$ cat src/rtl/bootloader_pkg.sv
// Shared CPU definitions: bootloader FSM encoding, bus/address defaults and
// the instruction opcodes a loaded program is built from.
package bootloader_pkg;

    localparam int unsigned ADDR_W_DEF = 4;
    localparam int unsigned DATA_W_DEF = 8;
    localparam int unsigned LOAD_BYTES = 2 ** ADDR_W_DEF;

    typedef enum logic [2:0] {
        ST_IDLE      = 3'd0,
        ST_WAIT_BYTE = 3'd1,
        ST_SET_ADDR  = 3'd2,
        ST_WRITE_RAM = 3'd3,
        ST_FINISH    = 3'd4
    } boot_state_e;

    // Instruction byte = {opcode, operand}
    localparam logic [3:0] OP_NOP     = 4'h0;
    localparam logic [3:0] OP_LOAD_IM = 4'h1;
    localparam logic [3:0] OP_ADD     = 4'h2;
    localparam logic [3:0] OP_OUT     = 4'hE;
    localparam logic [3:0] OP_HALT    = 4'hF;

    function automatic logic [7:0] make_instr(input logic [3:0] op, input logic [3:0] operand);
        return {op, operand};
    endfunction

endpackage

$ cat src/rtl/bootloader.sv
// Streams a program from the host link into RAM via the control unit's
// BOOT_OUT|MAR_READ and BOOT_OUT|RAM_READ steps while holding the CPU in reset.
module bootloader
    import bootloader_pkg::*;
#(
    parameter int unsigned ADDR_W = ADDR_W_DEF,
    parameter int unsigned DATA_W = DATA_W_DEF
) (
    input  logic              clk,
    input  logic              rst,
    input  logic              start,
    input  logic              abort,
    input  logic [DATA_W-1:0] in_data,
    input  logic              in_valid,
    output logic              in_ready,
    output logic              bootload_address,
    output logic              bootload_ram,
    output logic [DATA_W-1:0] boot_data,
    output logic              cpu_rst,
    output logic              busy,
    output logic              done,
    output logic [ADDR_W-1:0] load_addr
);

    localparam logic [ADDR_W-1:0] LAST_ADDR = '1;

    boot_state_e       state_q, state_d;
    logic [ADDR_W-1:0] addr_q,  addr_d;
    logic [DATA_W-1:0] data_q,  data_d;

    // Negedge so state lines up with the control step counter.
    always_ff @(negedge clk or posedge rst) begin
        if (rst) begin
            state_q <= ST_IDLE;
            addr_q  <= '0;
            data_q  <= '0;
        end else begin
            state_q <= state_d;
            addr_q  <= addr_d;
            data_q  <= data_d;
        end
    end

    always_comb begin
        state_d          = state_q;
        addr_d           = addr_q;
        data_d           = data_q;
        in_ready         = 1'b0;
        bootload_address = 1'b0;
        bootload_ram     = 1'b0;
        boot_data        = '0;
        done             = 1'b0;

        unique case (state_q)
            ST_IDLE: begin
                if (start && !abort) begin
                    state_d = ST_WAIT_BYTE;
                    addr_d  = '0;
                end
            end
            ST_WAIT_BYTE: begin
                in_ready = 1'b1;
                if (in_valid && !abort) begin
                    data_d  = in_data;
                    state_d = ST_SET_ADDR;
                end
            end
            ST_SET_ADDR: begin
                bootload_address = 1'b1;
                boot_data        = DATA_W'(addr_q);
                state_d          = ST_WRITE_RAM;
            end
            ST_WRITE_RAM: begin
                bootload_ram = 1'b1;
                boot_data    = data_q;
                if (addr_q == LAST_ADDR) begin
                    state_d = ST_FINISH;
                end else begin
                    addr_d  = addr_q + ADDR_W'(1);
                    state_d = ST_WAIT_BYTE;
                end
            end
            ST_FINISH: begin
                done    = !abort;
                addr_d  = '0;
                state_d = ST_IDLE;
            end
            default: begin
                state_d = ST_IDLE;
                addr_d  = '0;
            end
        endcase

        // Abort wins over any handshake or step; RAM contents are left alone.
        if (abort && (state_q != ST_IDLE)) begin
            state_d = ST_IDLE;
            addr_d  = '0;
        end
    end

    assign busy      = (state_q != ST_IDLE);
    assign cpu_rst   = busy;
    assign load_addr = addr_q;

endmodule

$ cat config.mk
export PLATFORM = sky130hd
export DESIGN_NAME = bootloader
export DESIGN_NICKNAME = d
export VERILOG_FILES = /design/src/rtl/bootloader_pkg.sv /design/src/rtl/bootloader.sv
export SDC_FILE = /design/constraint.sdc
export NUM_CORES = 1
export LEC_CHECK = 0
export CORE_MARGIN = 2
export CORE_UTILIZATION = 39
export CTS_CLUSTER_SIZE = 25
export DETAILED_ROUTE_END_ITERATION = 10
export GPL_TIMING_DRIVEN = 0
export PLACE_DENSITY = 0.87
export SLEW_MARGIN = 20
export SYNTH_ARGS = -nofsm -noshare
export SYNTH_HDL_FRONTEND = slang
export SYNTH_SLANG_ARGS = --single-unit
$ cat constraint.sdc
create_clock -name clk -period 1.5 [get_ports clk]
set_clock_uncertainty 0.05 [all_clocks]
set_input_delay 0.3 -clock clk [delete_from_list [all_inputs] [get_ports clk]]
set_output_delay 0.3 -clock clk [all_outputs]
set_load 0.02 [all_outputs]
==> qor.txt <==
Post-DP HPWL: 1.495 mm
Synth Warn #: 0
Via count: 938
Setup TNS: -21.29 ns
CTS clk-pin slew, worst paths: 0.06 ns
Core area: 2002 um2
Row count: 16
Die area: 2533 um2
RSZ-0062 raised after global routing: true
CP arrival: 2.32 ns
Power per cell area: 825.4 nW/um2
# IOs: 31
Main area contributors after synthesis: dfrtn_1 45%, mux2_2 12%, a22o_1 4.2%
Antenna violations before repair: 0
PortBufs: 30
CP Max Fanout: 5
CTS sink count: 15
Post-DP Area: 1250 um2
Dominant cell type by area after synthesis: dfrtn_1
Outcome: finished, violations left
Area delta synth->final: 107.2%
Gr usage total: 0.2328
CTS root buf: clkbuf_4
Setup slack after layout: -1.170 ns
First-pass GRT wire length: 4.257 mm
Detail Route Antenna Nets: 0
Post-cts hold buffer count: 0
Die X: 50.33 um
Largest net degree at the start of global routing: 16
Failing checks: negative setup slack
Cell count after synthesis: 77
Vias per std cell: 5.550
TritonCTS clock tree: done
Max-cap viol count: 0
Drt first pass iters: 4
Final hold vios: 0
Worst hold path class: flop to flop
Ys flop type: dfrtn_1
Layout net count: 157
EDFF count, synth: 0
CTS Buf Count: 3
Syn nets: 91
Yosys reg bits: 15
Most common cell after layout, fill and taps aside: buf_4
CP Class: flop to output pin
Asr flop ratio synth: 1.000
Worst-Margin Slew: 0.3508 ns
Top cell type's share of synthesized area: 0.4484
DR WL/cell: 18.55 um
Required @ worst endpoint: 1.15 ns
Die Y: 50.33 um
Drt drc: 0
Initial core utilization: 0.4181
Pleak: 0.8415 nW
Diodes inserted: 0
Vias in the first global route: 914
Final Wtd Congestion: 0.7481
Layout Cell Area excl Fill: 1734 um2
Mapped Area: 837.1 um2
Hold slack: 0.4022 ns
Most frequent cells in the layout: 28 x buf_4, 23 x buf_6, 15 x dfrtn_1
DRT iter0 DRCs: 12
Avg Inst Size Synth: 10.87 um2
Worst VDD drop: 0.0009178 V
Worst setup SP type: flop
CTS H-tree depth: 1
WL final: 3.135 mm
Clk_lat worst skew: 0.29 ns
Sequential area share after synthesis: 0.4484
Crit end category: output pin
Share of cells above drive strength 1: 0.6831
Post-Route Utilization: 0.8663
Distinct cell type count after synthesis: 34
Final slew viol count: 0
Bufs on Longest Clock Path: 2
GRT overflow: 0
Final setup vio count: 30
Slew headroom: 0.7641
per-layer routing:
layer / vias to the layer above / global-route usage / routed length (um)
met5: - / 0 / 0
met1: 467 / 0.2648 / 1145
met3: 13 / 0.02679 / 134
met4: 0 / 0.1757 / 164
li1: 417 / - / -
met2: 41 / 0.3969 / 1690
cells by family after synthesis:
logic type,count (synthesis),share of synthesized area
compound gates,15,0.1345
fa+ha+maj,2,0.02840
buf+inv,10,0.05979
flops,15,0.4484
mux,9,0.1211
simple gates,26,0.2078
worst max-delay path, stage by stage (launching register included):
cell and delay [ns]:
dfrtn_1 0.36, buf_6 0.13, and2b_2 0.21, and2_4 0.19
a22o_4 0.26, buf_6 0.13
worst paths after layout:
path	startpoint	end	slack, ns	cells past startpoint
setup / recovery	state_q[0]$_DFFE_NP0P_	boot_data[3]	-1.17	5
hold / removal	data_q[5]$_DFFE_NP0P_	data_q[5]$_DFFE_NP0P_	0.40	1
setup reg to reg	state_q[0]$_DFFE_NP0P_	data_q[5]$_DFFE_NP0P_	-0.28	7
hold reg to reg	data_q[5]$_DFFE_NP0P_	data_q[5]$_DFFE_NP0P_	0.40	1
max in group asynchronous	rst	data_q[6]$_DFFE_NP0P_	0.20	2
min in group asynchronous	rst	load_addr[1]$_DFFE_NP0P_	0.94	2
registers in the layout (all words and copies together) (netlist names):
name       cells
data_q         8
load_addr      4
state_q        3
layout make-up:
cell class	instances	area, um2
timing repair buffer	63	611.8
multi-input combinational	52	631.9
buffer	3	32.53
sequential	15	375.4
clock buffer	4	26.28
fill	94	267.8
tap	27	33.78
inverter	5	22.52
where the power goes:
part           leakage [nW]  total [mW]  switching, mW  internal, mW
clock                0.0150       0.238          0.134         0.104
sequential            0.191       0.563         0.0681         0.495
combinational         0.636       0.630          0.246         0.384
total                 0.842        1.43          0.449         0.983
cell usage after synthesis, types with 2 or more instances:
cell and count:
a22o_1 4, a22oi_1 2, nor4b_1 2, dfrtn_1 15, nor2_1 2, inv_1 5
and3_1 5, o31ai_1 3, nand2_1 2, nand3_1 4, mux2_2 9, clkbuf_1 2
per-stage QoR:
step	worst slack (ns)	total power, mW	std cells
final	-1.170	1.431	169
after global placement	-1.447	0.8752	134
after CTS	-1.158	1.206	151
after detailed placement	-1.450	0.8928	134
after floorplan	-0.9212	0.7539	77
after global routing	-1.209	1.512	169
timing repair:
action	CTS	global route
endpoints found under the setup margin	48	31
cloned	0	1
pin swaps	4	13
gates resized for setup	133	31
setup buffers	14	19
(Power assumes the default switching activity.)
